`config.mk`:
```
export PLATFORM = sky130hd
export DESIGN_NAME = csa_pipe_adder
export DESIGN_NICKNAME = d
export VERILOG_FILES = /design/src/rtl/csa_pkg.sv /design/src/rtl/csa_block.sv /design/src/rtl/csa_pipe_adder.sv
export SDC_FILE = /design/constraint.sdc
export NUM_CORES = 1
export LEC_CHECK = 0
export CAP_MARGIN = 5
export CELL_PAD_IN_SITES_DETAIL_PLACEMENT = 0
export CELL_PAD_IN_SITES_GLOBAL_PLACEMENT = 1
export CORE_MARGIN = 2
export CORE_UTILIZATION = 47
export DETAILED_ROUTE_END_ITERATION = 10
export DONT_BUFFER_PORTS = 1
export HOLD_SLACK_MARGIN = 0.03
export PLACE_DENSITY_LB_ADDON = 0.15
export SLEW_MARGIN = 10
export SYNTH_ARGS = -nofsm -noshare
export SYNTH_HDL_FRONTEND = slang
export SYNTH_SLANG_ARGS = --single-unit
```
`constraint.sdc`:
```
create_clock -name clk -period 9.65 [get_ports clk]
set_clock_uncertainty 0.05 [all_clocks]
set_input_delay 1.93 -clock clk [delete_from_list [all_inputs] [get_ports clk]]
set_output_delay 1.93 -clock clk [all_outputs]
set_load 0.005 [all_outputs]
```
`src/rtl/csa_pkg.sv`:
```
// Shared helpers for the pipelined carry-select adder.
//   ceil_div     : integer ceiling division
//   num_blocks   : carry-select blocks needed for a given width/block size
//   num_stages   : pipeline stages needed for a given block count per stage
//   stage_ctrl_t : per-stage control record (valid, carry out, signed overflow)
package csa_pkg;

    function automatic int unsigned ceil_div(input int unsigned a, input int unsigned b);
        return (a + b - 1) / b;
    endfunction

    function automatic int unsigned num_blocks(input int unsigned width,
                                               input int unsigned blk);
        return ceil_div(width, blk);
    endfunction

    function automatic int unsigned num_stages(input int unsigned width,
                                               input int unsigned blk,
                                               input int unsigned pipe_blks);
        return ceil_div(num_blocks(width, blk), pipe_blks);
    endfunction

    // carry is the carry leaving the last block resolved so far; ovf is only
    // meaningful in the final stage, which resolves the MSB block.
    typedef struct packed {
        logic valid;
        logic carry;
        logic ovf;
    } stage_ctrl_t;

endpackage

```
`src/rtl/csa_block.sv`:
```
// One carry-select block: two ripple chains evaluated for an assumed carry-in
// of 0 and of 1, with the real carry-in choosing between them.
//   a_i, b_i  : BW-bit operand slices (b_i already inverted for subtract)
//   cin_i     : real carry into the block
//   sum_o     : BW-bit block sum
//   cout_o    : carry out of the block
//   c_msb_o   : carry into the block's top bit (used for signed overflow)
module csa_block #(
    parameter int unsigned BW = 4
) (
    input  logic [BW-1:0] a_i,
    input  logic [BW-1:0] b_i,
    input  logic          cin_i,
    output logic [BW-1:0] sum_o,
    output logic          cout_o,
    output logic          c_msb_o
);

    logic [BW:0]   c0, c1;
    logic [BW-1:0] s0, s1;

    always_comb begin
        c0    = '0;
        c1    = '0;
        s0    = '0;
        s1    = '0;
        c1[0] = 1'b1;
        for (int i = 0; i < int'(BW); i++) begin
            s0[i]   = a_i[i] ^ b_i[i] ^ c0[i];
            c0[i+1] = (a_i[i] & b_i[i]) | (c0[i] & (a_i[i] ^ b_i[i]));
            s1[i]   = a_i[i] ^ b_i[i] ^ c1[i];
            c1[i+1] = (a_i[i] & b_i[i]) | (c1[i] & (a_i[i] ^ b_i[i]));
        end
    end

    assign sum_o   = cin_i ? s1 : s0;
    assign cout_o  = cin_i ? c1[BW] : c0[BW];
    assign c_msb_o = cin_i ? c1[BW-1] : c0[BW-1];

endmodule

```
`src/rtl/csa_pipe_adder.sv`:
```
// Pipelined carry-select adder/subtractor with valid/ready flow control.
//   clk, rst_n                 : clock, asynchronous active-low reset
//   i_valid / o_ready          : operand handshake
//   i_add_term1, i_add_term2   : operands A and B
//   i_cin                      : carry-in, add mode only
//   i_sub                      : 1 = A - B, 0 = A + B + i_cin
//   o_valid / i_ready          : result handshake
//   sum, cout, overflow        : result, carry out (no-borrow in subtract), signed overflow
// Stage k resolves PIPE_BLKS blocks using the carry registered by stage k-1;
// operands and partial sums travel forward in the stage registers.
module csa_pipe_adder
    import csa_pkg::*;
#(
    parameter int unsigned WIDTH     = 16,
    parameter int unsigned BLK       = 4,
    parameter int unsigned PIPE_BLKS = 2
) (
    input  logic             clk,
    input  logic             rst_n,
    input  logic             i_valid,
    output logic             o_ready,
    input  logic [WIDTH-1:0] i_add_term1,
    input  logic [WIDTH-1:0] i_add_term2,
    input  logic             i_cin,
    input  logic             i_sub,
    output logic             o_valid,
    input  logic             i_ready,
    output logic [WIDTH-1:0] sum,
    output logic             cout,
    output logic             overflow
);

    localparam int unsigned NB      = num_blocks(WIDTH, BLK);
    localparam int unsigned S       = num_stages(WIDTH, BLK, PIPE_BLKS);
    localparam int unsigned LAST_BW = WIDTH - (NB - 1) * BLK;

    // Sum bits produced by the blocks that stage idx resolves.
    function automatic logic [WIDTH-1:0] stage_mask(input int unsigned idx);
        logic [WIDTH-1:0] m;
        m = '0;
        for (int unsigned i = 0; i < WIDTH; i++) begin
            if ((i / BLK) / PIPE_BLKS == idx) m[i] = 1'b1;
        end
        return m;
    endfunction

    // Stage inputs (from the ports for stage 0, from the previous register otherwise)
    logic [WIDTH-1:0] in_a    [S];
    logic [WIDTH-1:0] in_b    [S];
    logic [WIDTH-1:0] in_sum  [S];
    logic             in_c    [S];
    logic             in_valid[S];

    // Stage results
    logic [WIDTH-1:0] out_sum [S];
    logic             out_c   [S];
    logic             out_ovf [S];

    // Block outputs
    logic [WIDTH-1:0] blk_sum;
    logic             blk_cin  [NB];
    logic             blk_cout [NB];
    logic             last_cmsb;

    // Stage registers
    stage_ctrl_t      ctrl_q [S];
    logic [WIDTH-1:0] a_q    [S];
    logic [WIDTH-1:0] b_q    [S];
    logic [WIDTH-1:0] sum_q  [S];
    logic [S-1:0]     load;

    for (genvar k = 0; k < int'(S); k++) begin : g_stage
        localparam int unsigned KU  = k;
        localparam int unsigned END = ((KU + 1) * PIPE_BLKS < NB) ? (KU + 1) * PIPE_BLKS : NB;
        localparam int unsigned LB  = END - 1;

        if (k == 0) begin : g_first
            assign in_a[k]     = i_add_term1;
            assign in_b[k]     = i_sub ? ~i_add_term2 : i_add_term2;
            assign in_c[k]     = i_sub ? 1'b1 : i_cin;
            assign in_sum[k]   = '0;
            assign in_valid[k] = i_valid;
        end else begin : g_next
            assign in_a[k]     = a_q[k-1];
            assign in_b[k]     = b_q[k-1];
            assign in_c[k]     = ctrl_q[k-1].carry;
            assign in_sum[k]   = sum_q[k-1];
            assign in_valid[k] = ctrl_q[k-1].valid;
        end

        assign out_sum[k] = (in_sum[k] & ~stage_mask(KU)) | (blk_sum & stage_mask(KU));
        assign out_c[k]   = blk_cout[LB];

        if (KU == S - 1) begin : g_ovf
            assign out_ovf[k] = blk_cout[NB-1] ^ last_cmsb;
        end else begin : g_no_ovf
            assign out_ovf[k] = 1'b0;
        end
    end

    for (genvar j = 0; j < int'(NB); j++) begin : g_blk
        localparam int unsigned JU  = j;
        localparam int unsigned BW  = (JU == NB - 1) ? LAST_BW : BLK;
        localparam int unsigned STG = JU / PIPE_BLKS;

        // Only the final block's MSB carry feeds the overflow flag.
        logic msb_carry_unused;

        if (JU % PIPE_BLKS == 0) begin : g_cin_stage
            assign blk_cin[j] = in_c[STG];
        end else begin : g_cin_chain
            assign blk_cin[j] = blk_cout[j-1];
        end

        csa_block #(
            .BW (BW)
        ) u_blk (
            .a_i     (in_a[STG][JU*BLK +: BW]),
            .b_i     (in_b[STG][JU*BLK +: BW]),
            .cin_i   (blk_cin[j]),
            .sum_o   (blk_sum[JU*BLK +: BW]),
            .cout_o  (blk_cout[j]),
            .c_msb_o (msb_carry_unused)
        );

        if (JU == NB - 1) begin : g_last
            assign last_cmsb = msb_carry_unused;
        end
    end

    // A stage may load unless it and every stage after it are full and the
    // consumer is stalling; this is the stall chain unrolled.
    always_comb begin
        load = '0;
        for (int k = 0; k < int'(S); k++) begin
            load[k] = i_ready;
            for (int j = k; j < int'(S); j++) begin
                if (!ctrl_q[j].valid) load[k] = 1'b1;
            end
        end
    end

    always_ff @(posedge clk or negedge rst_n) begin
        if (!rst_n) begin
            for (int k = 0; k < int'(S); k++) begin
                ctrl_q[k] <= '0;
                a_q[k]    <= '0;
                b_q[k]    <= '0;
                sum_q[k]  <= '0;
            end
        end else begin
            for (int k = 0; k < int'(S); k++) begin
                if (load[k]) begin
                    ctrl_q[k].valid <= in_valid[k];
                    // Data only moves with a valid op so bubbles leave outputs untouched.
                    if (in_valid[k]) begin
                        ctrl_q[k].carry <= out_c[k];
                        ctrl_q[k].ovf   <= out_ovf[k];
                        a_q[k]          <= in_a[k];
                        b_q[k]          <= in_b[k];
                        sum_q[k]        <= out_sum[k];
                    end
                end
            end
        end
    end

    // The final stage's operand copies have no consumer.
    logic unused_last_ops;
    assign unused_last_ops = ^{a_q[S-1], b_q[S-1]};

    assign o_ready  = load[0];
    assign o_valid  = ctrl_q[S-1].valid;
    assign sum      = sum_q[S-1];
    assign cout     = ctrl_q[S-1].carry;
    assign overflow = ctrl_q[S-1].ovf;

endmodule

```
# == After elaboration in Yosys (flattened, before gate mapping) ==
# Cells that the tools add are included.
# totals
ram_bits,0
rom_bits,0
latch_bits,0
reg_bits,61
output_inout_bits,20
memories,0
# op_classes
shift,0
multipliers,0
add_sub_neg,0
order_cmp,0
bitwise_logic,115
muxes,14
n_eq_ne,0
reduce_logical,2
n_div,0
# op_table
cell,count
$xor 1x1->1,41
$and 1x1->1,40
$or 1x1->1,28
$mux 16,1
$mux 4,4
$not 16->16,1
$or 8x16->16,1
$mux 1,9
$not 1->1,4
$reduce_and 2->1,2

# == Depth between registers and ports, before layout ==
# logic_depth
word_depth,12
mapped_depth,18
depth_no_buf,17

# == By module ==
# From an unflattened synthesis, not the netlist that was laid out.
# hier_totals
cells_unflattened,177
area_unflattened_um2,2517.4
# modules_own_cells
mod,area_per_inst_um2,n_inst,cells_per_inst
csa_pipe_adder,1981.9,1,117
csa_block,133.9,4,15

# == Least setup slack after synthesis ==
# Ideal clock, no wire load.
# synth_timing
path_type,input -> register
start,in i_sub
end,"reg sum_q, in the netlist in_sum[7]"
n_path_buf,1
t_arrival_ns,5.250
setup_slack_ns,4.225
setup_time_ns,0.125
required_time_ns,9.475
path_stages,18
path_cell_list,buf_4 > xor2_1 > inv_1 > ha_1 > o21ai_0 > o31ai_1 > fa_1 > inv_1 > fa_1 > inv_1 > fa_1 > nor2_1 > a21oi_1 > fa_1 > fa_1 > inv_1 > fa_1 > mux2_2
# synth_between
elab_chain_cells,11
elab_cells_between_ends,43
cone_classes,mux (4); bitwise (39)
# synth_lines
element,line,source
start: declaration,csa_pipe_adder.sv:25,"input logic i_sub,"
$mux 16,csa_pipe_adder.sv:79,assign in_b[k] = i_sub ? ~i_add_term2 : i_add_term2;
$and 1x1->1 / $xor 1x1->1 (equally long branches),--,
$or 1x1->1,csa_block.sv:32,c1[i+1] = (a_i[i] & b_i[i]) | (c1[i] & (a_i[i] ^ b_i[i]));
$and 1x1->1,csa_block.sv:32,
$or 1x1->1,csa_block.sv:32,
$and 1x1->1,csa_block.sv:32,
$or 1x1->1,csa_block.sv:32,
$and 1x1->1,csa_block.sv:32,
$or 1x1->1,csa_block.sv:32,
$mux 1,csa_block.sv:37,assign cout_o = cin_i ? c1[BW] : c0[BW];
$mux 4 *,csa_block.sv:36,assign sum_o = cin_i ? s1 : s0;
via blk_sum[7],csa_pipe_adder.sv:60,logic [WIDTH-1:0] blk_sum;
end signal: indexed assignment,csa_pipe_adder.sv:161,sum_q[k] <= out_sum[k];
end: declaration,csa_pipe_adder.sv:69,logic [WIDTH-1:0] sum_q [S];
# Mark *: on every way through the listed nets, which the timed path passes. The rest lies on a longest branch.
# A chain may end at the register's enable or synchronous reset.

# == Final worst setup path ==
# Ends and elaborated chain as after synthesis.

==> results.toml <==
[setup_path]
cp_common_cell = "fa_1"
required_ns = 9.78
ff2ff_path_depth = 14
cpPeakStageDelay_ns = 0.42
critical-path-top-delay-family = "adder cells"
critPathKind = "input pin to flip-flop"
cp-startpoint = "i_sub"
crit_path_end = "in_sum[7]$_DFFE_PN0P_"
end_kind = "flip-flop"
cp_cell_sequence = "xor2_1, inv_1, ha_1, o21ai_0, o31ai_1, fa_1, inv_1, fa_1, inv_1, fa_1, nor2_1, a21oi_1, fa_1, fa_1, inv_1, fa_1, mux2_2"
critPathBufInv = 4
crit_cells = 17
reg2reg_slack_ns = 5.89
r2r-start = "a_q[24]$_DFFE_PN0P_"
worstPathArrival_ns = 5.27
slowest_stage = "fa_1"
r2r_end = "overflow$_DFFE_PN0P_"
setup.worst_path.start_class = "input pin"
worstPathMaxFanout = 19

[hold_path]
hold_path_class = "flip-flop to flip-flop"

[grt]
grt_pass1_vias = 1284
grt_max_degree = 46
grt_util_all_layers_pct = 14.45
grt_first_pass_wirelength_mm = 6.486
grt-ovfl-total = 0
antenna_found_initial = 0

[route]
drt_pass1_iterations = 2
drt_iter0_drc = 57
wl_per_cell_microns = 15.74
ant_nets = 0
drc_errors = 0
vias = 1181
via_per_inst = 4.801
wirelength_mm = 3.873

[layout]
final_net_count = 233
drive_gt1_share_pct = 24.43
syn2layout_area_growth_pct = 4.137
n_antenna_cell = 0

[die]
die_y_microns = 76.20
core-area_sq_mm = 0.005075
start_util_pct = 48.27
die_w_microns = 76.20
core.rowCount = 26
die_area_sq_mm = 0.005806
pin_count = 58

[synth]
yosysTopAreaCellShare_pct = 45.97
yosys_register_bits = 45
syn_area_sq_mm = 0.002450
ys_types = 22
async_flop_share_pct = 100.0
synth_seq_area_share_pct = 45.97
syn_nets = 231
synth.area.top_cells = "dfrtp_1 (46%), fa_1 (9.8%), mux2_2 (9.7%)"
postSynthCellCount = 173
synth_largest_area_cell = "dfrtp_1"
synth_edf_count = 0
ys_top_cells_by_count = "dfrtp_1 (45), inv_1 (25), mux2_2 (21)"
yosysWarnings = 0
syn_avg_cell_area_sq_um = 14.16
synth.most_common_cell = "dfrtp_1"
ys.flop_type = "dfrtp_1"

[clock_tree]
holdBufCountCts = 0
post_cts_resize_count = 0
root_buffer = "clkbuf_8"
tritoncts = "built"
cts_setup_buffers = 0
cts_max_level = 2
clk_path_buf_depth = 2
cts.clk_slew.worst_paths_ns = 0.08
clock_sinks = 45
insertion_delay_ns = 0.29
cts_buffers = 5

[pwr]
power.leakage_nw = 1.221
report.power.total_w = 0.0005525
powerDensity_mw_per_mm2 = 216.6
ir_drop_mv = 0.07722

[timing]
setup_viol = 0
max_slew_margin_pct = 81.75
layout_min_cycle_time_ns = 5.139
fmax_ghz = 0.1946
grt_setup_unrepaired = "false"
tightest_slew_ns = 0.2715
hold_viol_final = 0
slew_viol_final = 0
hold_ws_ns = 0.4666
fin_setup_tns_ns = 0
fin_crit_sh_pct = 53.25

[place]
place_hpwl_mm = 2.911
numPortBuffers = 0
place.gp.congestion = 0.7071

[job]
drv_cap = 0

[status]
status = "finished clean"
==> report_power, final <==
part / internal [W] / switching (W)
sequential: 0.000253 / 0.0000458
clock: 0.0000515 / 0.0000582
combinational: 0.0000877 / 0.0000566
total: 0.000392 / 0.000161
==> stage by stage <==
stage / utilization, % / cells / area (sq um) / worst slack, ns
after floorplan: - / 173 / 2450 / 4.225
after global placement: 48.69 / 238 / 2471 / 4.290
after CTS: 50.27 / 246 / 2551 / 4.487
after global routing: 50.27 / 246 / 2551 / 4.318
final: 50.27 / 246 / 2551 / 4.511
after detailed placement: 48.69 / 238 / 2471 / 4.170
==> cells by family after synthesis <==
family	count (synthesis)	synth area share (%)
DFF	45	45.97
and+or+nand+nor	9	3.473
xor gates and xnor gates	21	7.507
adders and majority gates	20	13.89
buffers and inverters	30	6.537
muxes	44	21.71
AOI/OAI and AO/OA	4	0.9192
==> sequential cells by signal, summed over array words and instances, names as in the netlist <==
signal	count
overflow	1
b_q	8
a_q	8
blk_cin	1
sum	16
in_sum	8
cout	1
ctrl_q	1
o_valid	1
==> area by class of cell <==
class	count	area, sq um
Clock buffer	8	80.08
Fill cell	484	2524
Inverter	25	93.84
Multi-Input combinational cell	98	1164
Sequential cell	45	1126
Tap cell	70	87.58
==> metal layers <==
layer / global-route usage, % / part of all wire (%) / vias to the layer above
met3: 5.095 / 6.2 / 4
met2: 24.55 / 51 / 36
met5: 0 / 0 / -
met4: 4.909 / 1.2 / 0
li1: - / - / 553
met1: 17.14 / 41 / 588
==> placed cells by master, fill, tap and decap left out <==
cell type,count
dfrtp_1,45
inv_1,25
mux2_2,21
mux2_4,13
fa_1,12
xor2_1,11
mux2i_1,10
xnor2_1,10
ha_1,8
clkbuf_8,5
nor2_1,3
clkbuf_1,3
a21oi_1,2
o21ai_0,1
o31ai_1,1
nand3b_4,1
nand2b_2,1
nand2_4,1
nand2b_1,1
nand2_8,1
or2b_1,1
==> worst min-delay path by stage <==
stage / to / slack (ns) / startpoint / cells after the start
2_1_floorplan: sum[7]$_DFFE_PN0P_ / 0.42 / in_sum[7]$_DFFE_PN0P_ / 1
3_3_place_gp: sum[1]$_DFFE_PN0P_ / 0.44 / in_sum[1]$_DFFE_PN0P_ / 1
3_5_place_dp: sum[1]$_DFFE_PN0P_ / 0.45 / in_sum[1]$_DFFE_PN0P_ / 1
4_1_cts: sum[1]$_DFFE_PN0P_ / 0.47 / in_sum[1]$_DFFE_PN0P_ / 1
5_1_grt: sum[1]$_DFFE_PN0P_ / 0.49 / in_sum[1]$_DFFE_PN0P_ / 1
6_report: sum[1]$_DFFE_PN0P_ / 0.47 / in_sum[1]$_DFFE_PN0P_ / 1
(Power assumes the default switching activity.)
